[config.mk]
export PLATFORM = sky130hd
export DESIGN_NAME = exception_return_unit
export DESIGN_NICKNAME = d
export VERILOG_FILES = /design/src/rtl/exception_return_unit.sv
export SDC_FILE = /design/constraint.sdc
export NUM_CORES = 1
export LEC_CHECK = 0
export BUFFER_PORTS_ARGS = -buffer_cell sky130_fd_sc_hd__clkbuf_2
export CORE_MARGIN = 4
export CORE_UTILIZATION = 39
export CTS_CLUSTER_DIAMETER = 50
export DETAILED_ROUTE_END_ITERATION = 7
export PLACE_DENSITY = 0.68
export RECOVER_POWER = 100
export SLEW_MARGIN = 15
export SYNTH_ARGS = -nofsm -noshare
export SYNTH_HDL_FRONTEND = slang
export SYNTH_SLANG_ARGS = --single-unit
[constraint.sdc]
create_clock -name clk -period 1.9 [get_ports clk]
set_input_delay 0.095 -clock clk [delete_from_list [all_inputs] [get_ports clk]]
set_output_delay 0.095 -clock clk [all_outputs]
set_load 0.01 [all_outputs]
[src/rtl/exception_return_unit.sv]
// Purpose: CP0 exception state (EPC, Cause, Status.EXL, exception counter) plus fetch-redirect sequencer for exception entry and eret.
// Latency: a request sampled at edge N gives PCRedirect/PCTarget during cycle N+1; CP0 reads see the new values in that same cycle.
// Backpressure: none; requests arriving during a redirect cycle are dropped, and the detector must hold off until the handler is entered.
module exception_return_unit #(
    parameter logic [31:0] VECTOR    = 32'h8000_0180,
    parameter int          CNT_WIDTH = 8
) (
    input  logic                 clk,
    input  logic                 reset,
    input  logic                 ChooseEPC,
    input  logic                 Cause,
    input  logic [31:0]          EPC,
    input  logic                 Eret,
    input  logic [4:0]           Cp0Sel,
    input  logic                 Cp0Write,
    input  logic [31:0]          Cp0WData,
    output logic [31:0]          Cp0RData,
    output logic                 PCRedirect,
    output logic [31:0]          PCTarget,
    output logic                 RetFlush,
    output logic                 ExcLevel,
    output logic [CNT_WIDTH-1:0] ExcCount,
    output logic [31:0]          EPCReg
);

    typedef enum logic [1:0] {
        IDLE       = 2'd0,
        EXC_REDIR  = 2'd1,
        IN_HANDLER = 2'd2,
        RET_REDIR  = 2'd3
    } state_t;

    localparam logic [4:0] SEL_STATUS = 5'd12;
    localparam logic [4:0] SEL_CAUSE  = 5'd13;
    localparam logic [4:0] SEL_EPC    = 5'd14;
    localparam logic [4:0] CODE_OV    = 5'd12;
    localparam logic [4:0] CODE_RI    = 5'd10;
    localparam logic [CNT_WIDTH-1:0] CNT_ONE = {{(CNT_WIDTH-1){1'b0}}, 1'b1};
    localparam logic [CNT_WIDTH-1:0] CNT_MAX = {CNT_WIDTH{1'b1}};

    state_t     state;
    logic [4:0] exc_code;
    logic       exc_accept;
    logic       exc_capture;
    logic       ret_accept;
    logic       epc_wr;
    logic       status_wr;

    // Decide which event is taken this edge; exception beats eret, and only the first exception captures EPC/Cause
    always_comb begin
        exc_accept  = ChooseEPC && ((state == IDLE) || (state == IN_HANDLER));
        exc_capture = ChooseEPC && (state == IDLE);
        ret_accept  = Eret && !ChooseEPC && (state == IN_HANDLER);
        epc_wr      = Cp0Write && (Cp0Sel == SEL_EPC);
        status_wr   = Cp0Write && (Cp0Sel == SEL_STATUS);
    end

    // Redirect sequencer: one-cycle redirect pulses for exception entry and return
    always_ff @(posedge clk or negedge reset) begin
        if (!reset) begin
            state      <= IDLE;
            PCRedirect <= 1'b0;
            PCTarget   <= 32'h0;
            RetFlush   <= 1'b0;
        end else begin
            case (state)
                IDLE: begin
                    if (ChooseEPC) begin
                        PCRedirect <= 1'b1;
                        PCTarget   <= VECTOR;
                        state      <= EXC_REDIR;
                    end
                end
                EXC_REDIR: begin
                    PCRedirect <= 1'b0;
                    state      <= IN_HANDLER;
                end
                IN_HANDLER: begin
                    if (ChooseEPC) begin
                        PCRedirect <= 1'b1;
                        PCTarget   <= VECTOR;
                        state      <= EXC_REDIR;
                    end else if (Eret) begin
                        PCRedirect <= 1'b1;
                        RetFlush   <= 1'b1;
                        PCTarget   <= EPCReg;
                        state      <= RET_REDIR;
                    end
                end
                RET_REDIR: begin
                    PCRedirect <= 1'b0;
                    RetFlush   <= 1'b0;
                    state      <= IDLE;
                end
                default: begin
                    PCRedirect <= 1'b0;
                    RetFlush   <= 1'b0;
                    state      <= IDLE;
                end
            endcase
        end
    end

    // CP0 register file: exception capture overrides a same-edge mtc0 to the same register
    always_ff @(posedge clk or negedge reset) begin
        if (!reset) begin
            EPCReg   <= 32'h0;
            exc_code <= 5'd0;
            ExcLevel <= 1'b0;
            ExcCount <= '0;
        end else begin
            if (exc_capture) begin
                EPCReg   <= EPC;
                exc_code <= Cause ? CODE_OV : CODE_RI;
            end else if (epc_wr) begin
                EPCReg <= Cp0WData;
            end

            if (exc_accept) begin
                ExcLevel <= 1'b1;
            end else if (ret_accept) begin
                ExcLevel <= 1'b0;
            end else if (status_wr) begin
                ExcLevel <= Cp0WData[1];
            end

            if (exc_accept && (ExcCount != CNT_MAX)) begin
                ExcCount <= ExcCount + CNT_ONE;
            end
        end
    end

    // Combinational mfc0 read mux; unmapped numbers read as zero
    always_comb begin
        Cp0RData = 32'h0;
        case (Cp0Sel)
            SEL_STATUS: Cp0RData = {30'h0, ExcLevel, 1'b0};
            SEL_CAUSE:  Cp0RData = {25'h0, exc_code, 2'b00};
            SEL_EPC:    Cp0RData = EPCReg;
            default:    Cp0RData = 32'h0;
        endcase
    end

endmodule

Yosys cells after proc, flatten, opt, wreduce, memory -nomap -nowiden
Index checks and enable logic that the tools add are counted.

word-level totals
  register bits = 82
  bits in latches = 0
  RAM bits = 0
  ROM bits = 0
  bits of input ports = 75
  output and inout port bits = 107
  memories kept = 0

cells by class
  add/sub/neg operators = 1
  multiply operators = 0
  div/mod/pow operators = 0
  $lt $le $gt $ge = 0
  equal/unequal tests = 11
  shift-type cells = 0
  mux-type cells = 21
  bitwise logic cells = 0
  reductions and logical operators = 18

operators by type and width
  operator               count
  $mux W32               5
  $pmux W32 S3           1
  $pmux W32 S2           1
  $eq A5 B4 Y1 const B   3
  $add A8 B1 Y8 const B  1
  $ne A8 B8 Y1 const B   1
  $pmux W2 S4            1
  $logic_and A1 B1 Y1    7
  $mux W1                7
  $mux W2                3
  $ne A2 B2 Y1 const B   3
  $reduce_and A3 Y1      2
  $reduce_bool A2 Y1     3
  $eq A2 B2 Y1 const B   2
  $mux W3                1
  $ne A3 B3 Y1 const B   1
  $pmux W1 S3            1
  $reduce_bool A3 Y1     1
  $eq A2 B1 Y1 const B   1
  $logic_not A2 Y1       1
  $pmux W1 S2            1
  $reduce_and A2 Y1      1
  $reduce_or A2 Y1       1
  $logic_not A1 Y1       1
  $logic_or A1 B1 Y1     1

Logic depth before layout (Yosys ltp)
  word-level depth = 5
  depth in mapped cells = 7
  mapped depth without buffers = 4

Worst setup path after synthesis
OpenSTA, ideal clock, no wires.

  kind = register to register
  from = register ExcCount[3]
  to = register ExcCount[1]
  setup time = 0.125 ns
  data arrival time = 1.266 ns
  required time = 1.775 ns
  slack = 0.509 ns
  stages on the path, launching flop included = 5
  clock period less this slack = 1.391 ns
  cells stage by stage = dfrtp_1 -> and4_1 -> nand4_1 -> nand2_1 -> mux2_2

between the ends
  cells in the longest elaborated chain, start to end = 2

RTL lines
  element                   RTL line  RTL
  start: declaration        22        output logic [CNT_WIDTH-1:0] ExcCount,
  start signal: assignment  128       ExcCount <= ExcCount + CNT_ONE;
  $ne A8 B8 Y1              127       if (exc_accept && (ExcCount != CNT_MAX)) begin
  $logic_and A1 B1 Y1       127

No other way between the ends.
A chain may end at the register's enable or synchronous reset.

Final worst setup path
  from = register state[0]
  to = register EPCReg[7]

between the ends
  cells in the longest elaborated chain, start to end = 3
  elaborated cells between the ends (all ways) = 4

RTL lines
  element                                         RTL line  RTL
  start: declaration                              41        state_t state;
  start signal: assignment                        61        state <= IDLE;
  start signal: assignment                        71        state <= EXC_REDIR;
  start signal: assignment                        76        state <= IN_HANDLER;
  $logic_not A2 Y1 *                              52        exc_capture = ChooseEPC && (state == IDLE);
  $logic_and A1 B1 Y1 *                           52
  $mux W32 or $reduce_bool A2 Y1 (tied branches)  --
  end signal: assignment                          116       EPCReg <= Cp0WData;
  end: declaration                                23        output logic [31:0] EPCReg

Every way passes the cells marked *; elsewhere a longest branch is shown, timed or not.

==> impl_metrics.tcl <==
set metrics [dict create \
    outcome "complete, no violations" \
    relSlewSlack_pct 32.6 \
    finalWorstSetupSlack_ns 0.299 \
    drive_above_1_share_pct 20.1 \
    wire_per_inst_um 14.8 \
    nets 674 \
    clock_latency_ns 0.33 \
    vias_per_cell 4.77 \
    crit_chain "nand2b_1 -> nor2_4 -> clkbuf_2 -> o21ai_0" \
    drtPass1Iterations 4 \
    drtIter0Drc 116 \
    finalInstanceArea_mm2 0.00520 \
    seq_area_frac_synth_pct 52.6 \
    switching_share_pct 37.0 \
    wirelength_um 10800 \
    cts_resized 0 \
    cts_max_level 3 \
    worstPathArrival_ns 1.78 \
    end_kind "flip-flop" \
    grt_max_degree 43 \
    syn_area_mm2 0.00380 \
    cts_buffer_depth 2 \
    num_antenna_cells 0 \
    track_usage_pct 18.7 \
    coreArea_mm2 0.00937 \
    synthTopCellsByArea "dfrtp_1, nand2_1, mux2i_1" \
    vdd_drop_max_uv 559 \
    portBuffers 181 \
    intPower_uw 3700 \
    drc_errors 0 \
    fin_skew_ns 0.0131 \
    die_y_um 107 \
    grt_pass1_vias 3569 \
    antenna_found_initial 0 \
    clkSinkCount 80 \
    hold_viol 0 \
    gr-total-overflow 0 \
    numCtsBuffers 9 \
    filler_cell_count 913 \
    vias 3483 \
    place.gp.congestion 0.823 \
    worstSetupPathType "reg2reg" \
    avgSynthCellArea_um2 9.83 \
    worstMarginPinSlew_ns 1.01 \
    synthesis.nets 463 \
    antenna_left 0 \
    hpwl_um 7510 \
    synth_cells 387 \
    die_w_um 107 \
    fmax_ghz 0.625 \
    fp-row-count 35 \
    p_leak_uw 0.00231 \
    required_ns 2.08 \
    p_clk_share_pct 22.6 \
    synth.distinct_cells 34 \
    p_seq_share_pct 47.3 \
    ioPinCount 182 \
    synth_warnings 0 \
    setup_violations 0 \
    critPathLaunchType "flip-flop" \
    area_delta_synth_final_pct 36.8 \
    path_max_fanout 34 \
    fin_crit_sh_pct 84.3 \
    fp.dieArea_mm2 0.0114 \
    synth.top_cell.area_share_pct 52.6 \
    grt_pass1_wl_um 17300 \
    power_uw 5880 \
    p_comb_share_pct 30.0 \
    maxCapViolCount 0 \
    start_util_pct 40.6 \
    cp_slowest_cell "clkbuf_2" \
    hold_path.class "in2reg" \
    synth-seq-cells 80 \
    finalSetupTns_ns 0 \
    min_period_ns 1.60 \
    place_ws_ns 0.377 \
    yosys.area.top_type "dfrtp_1" \
    drv_slew 0 \
    cp_slowest_stage_delay_ns 0.47 \
    crit_family "buffers and inverters" \
    timing.hold.ws_ns 0.0375 \
    path_clk_slew_ns 0.08 \
    root_buffer "clkbuf_8" \
    rsz0062_at_grt "no" \
    power.switching_uw 2180 \
    p_per_area_mw_per_mm2 1130 \
    tritoncts "yes" \
    crit_buf_inv 1 \
    placed_area_mm2 0.00479 \
]
==> power by group through the flow <==
stage	clock [uW]	sequential [uW]	combinational, uW
after CTS	1370	2780	1980
final	1330	2780	1770
after global routing	1450	2880	1980
after detailed placement	0	2810	1930
after global placement	0	2790	1880
after floorplan	0	2930	864
==> area by class of cell <==
type                            instances  area (um^2)  area share [%]
Multi-Input combinational cell        279         1610            30.9
Tap cell                              129          161            3.10
Sequential cell                        80         2000            38.5
Inverter                                4         15.0           0.289
Clock buffer                           10          138            2.65
Clock inverter                          4         70.1            1.35
Timing Repair Buffer                  224         1210            23.2
==> sequential cells by signal, indices dropped and copies added (netlist names) <==
signal,count
state,2
ExcCount,8
PCRedirect,1
RetFlush,1
EPCReg,32
ExcLevel,1
PCTarget,32
exc_code,3
==> worst paths after layout <==
path                                               from                       to  slack (ns)  depth (start not counted)
worst max-delay path               state[0]$_DFFE_PN0P_    EPCReg[7]$_DFFE_PN0P_        0.30                          4
worst min-delay path                        Cp0WData[9]    EPCReg[9]$_DFFE_PN0P_        0.04                          3
worst max register to register     state[0]$_DFFE_PN0P_    EPCReg[7]$_DFFE_PN0P_        0.30                          4
worst min register to register  exc_code[3]$_DFFE_PN0P_  exc_code[3]$_DFFE_PN0P_        0.48                          1
max in group asynchronous                         reset    EPCReg[2]$_DFFE_PN0P_        0.65                          3
min in group asynchronous                         reset   EPCReg[12]$_DFFE_PN0P_        0.46                          2
==> per-stage QoR <==
step                std cells  utilization (%)
finish                    730             55.5
global route              730             55.5
CTS                       730             57.0
detailed placement        682             51.1
global placement          682             51.1
floorplan                 387                -
==> kinds of logic after synthesis <==
logic type | share of synthesized area (%)
AND/OR/NAND/NOR | 21.0
flip-flops | 52.6
adder cells (fa/ha/maj) | 0.329
AO/OA/AOI/OAI | 10.7
XOR/XNOR | 0.691
multiplexers | 9.84
buffers and inverters | 4.84
==> synth_stat cells <==
master,n
a21oi_1,6
a22o_1,3
a31oi_1,1
and2_1,28
and2b_1,1
and3_1,2
and4_1,2
buf_2,8
buf_4,3
buf_6,3
buf_8,3
clkbuf_1,6
clkbuf_2,1
dfrtp_1,80
ha_1,1
inv_1,4
mux2_2,3
mux2i_1,34
nand2_1,101
nand2b_1,4
nand3_1,4
nand3b_4,2
nand4_1,3
nor2_1,8
nor2_8,1
nor3_1,1
nor3b_1,1
nor3b_4,1
nor4b_2,1
o21ai_0,37
o21ai_1,28
o21ai_2,2
or2_1,1
xnor2_1,3
==> worst min-delay path: stages <==
cell and delay, ns:
clkbuf_2 0.08, mux2i_1 0.06, o21ai_1 0.10
==> per-layer routing <==
metal | vias up | share of wire, % | GRT usage (%)
met5 | - | 0 | 0
met2 | 122 | 50 | 33.0
met4 | 0 | 1.7 | 6.58
met1 | 1631 | 42 | 22.3
met3 | 19 | 6.7 | 4.33
li1 | 1711 | - | -
==> placed cells by master (no fill, tap or decap), drive strengths merged <==
cell type	count
nor2	9
and3	2
mux2	3
nor4b	1
nand4	3
and4	2
a21oi	6
a22o	3
nor3b	2
nand3	4
clkinv	2
and2b	1
nand3b	2
or2	1
xnor2	3
buf	8
dfrtp	80
o21ai	67
nand2b	4
bufinv	2
nand2	101
dlygate4sd3	34
nor3	1
inv	4
mux2i	34
a31oi	1
ha	1
clkbuf	192
and2	28
==> repair_timing <==
action	CTS	global route
endpoints found under the hold margin	72	0
buffers inserted	0	0
hold buffers	34	0
endpoints found under the setup margin	0	0
(Power assumes the default switching activity.)
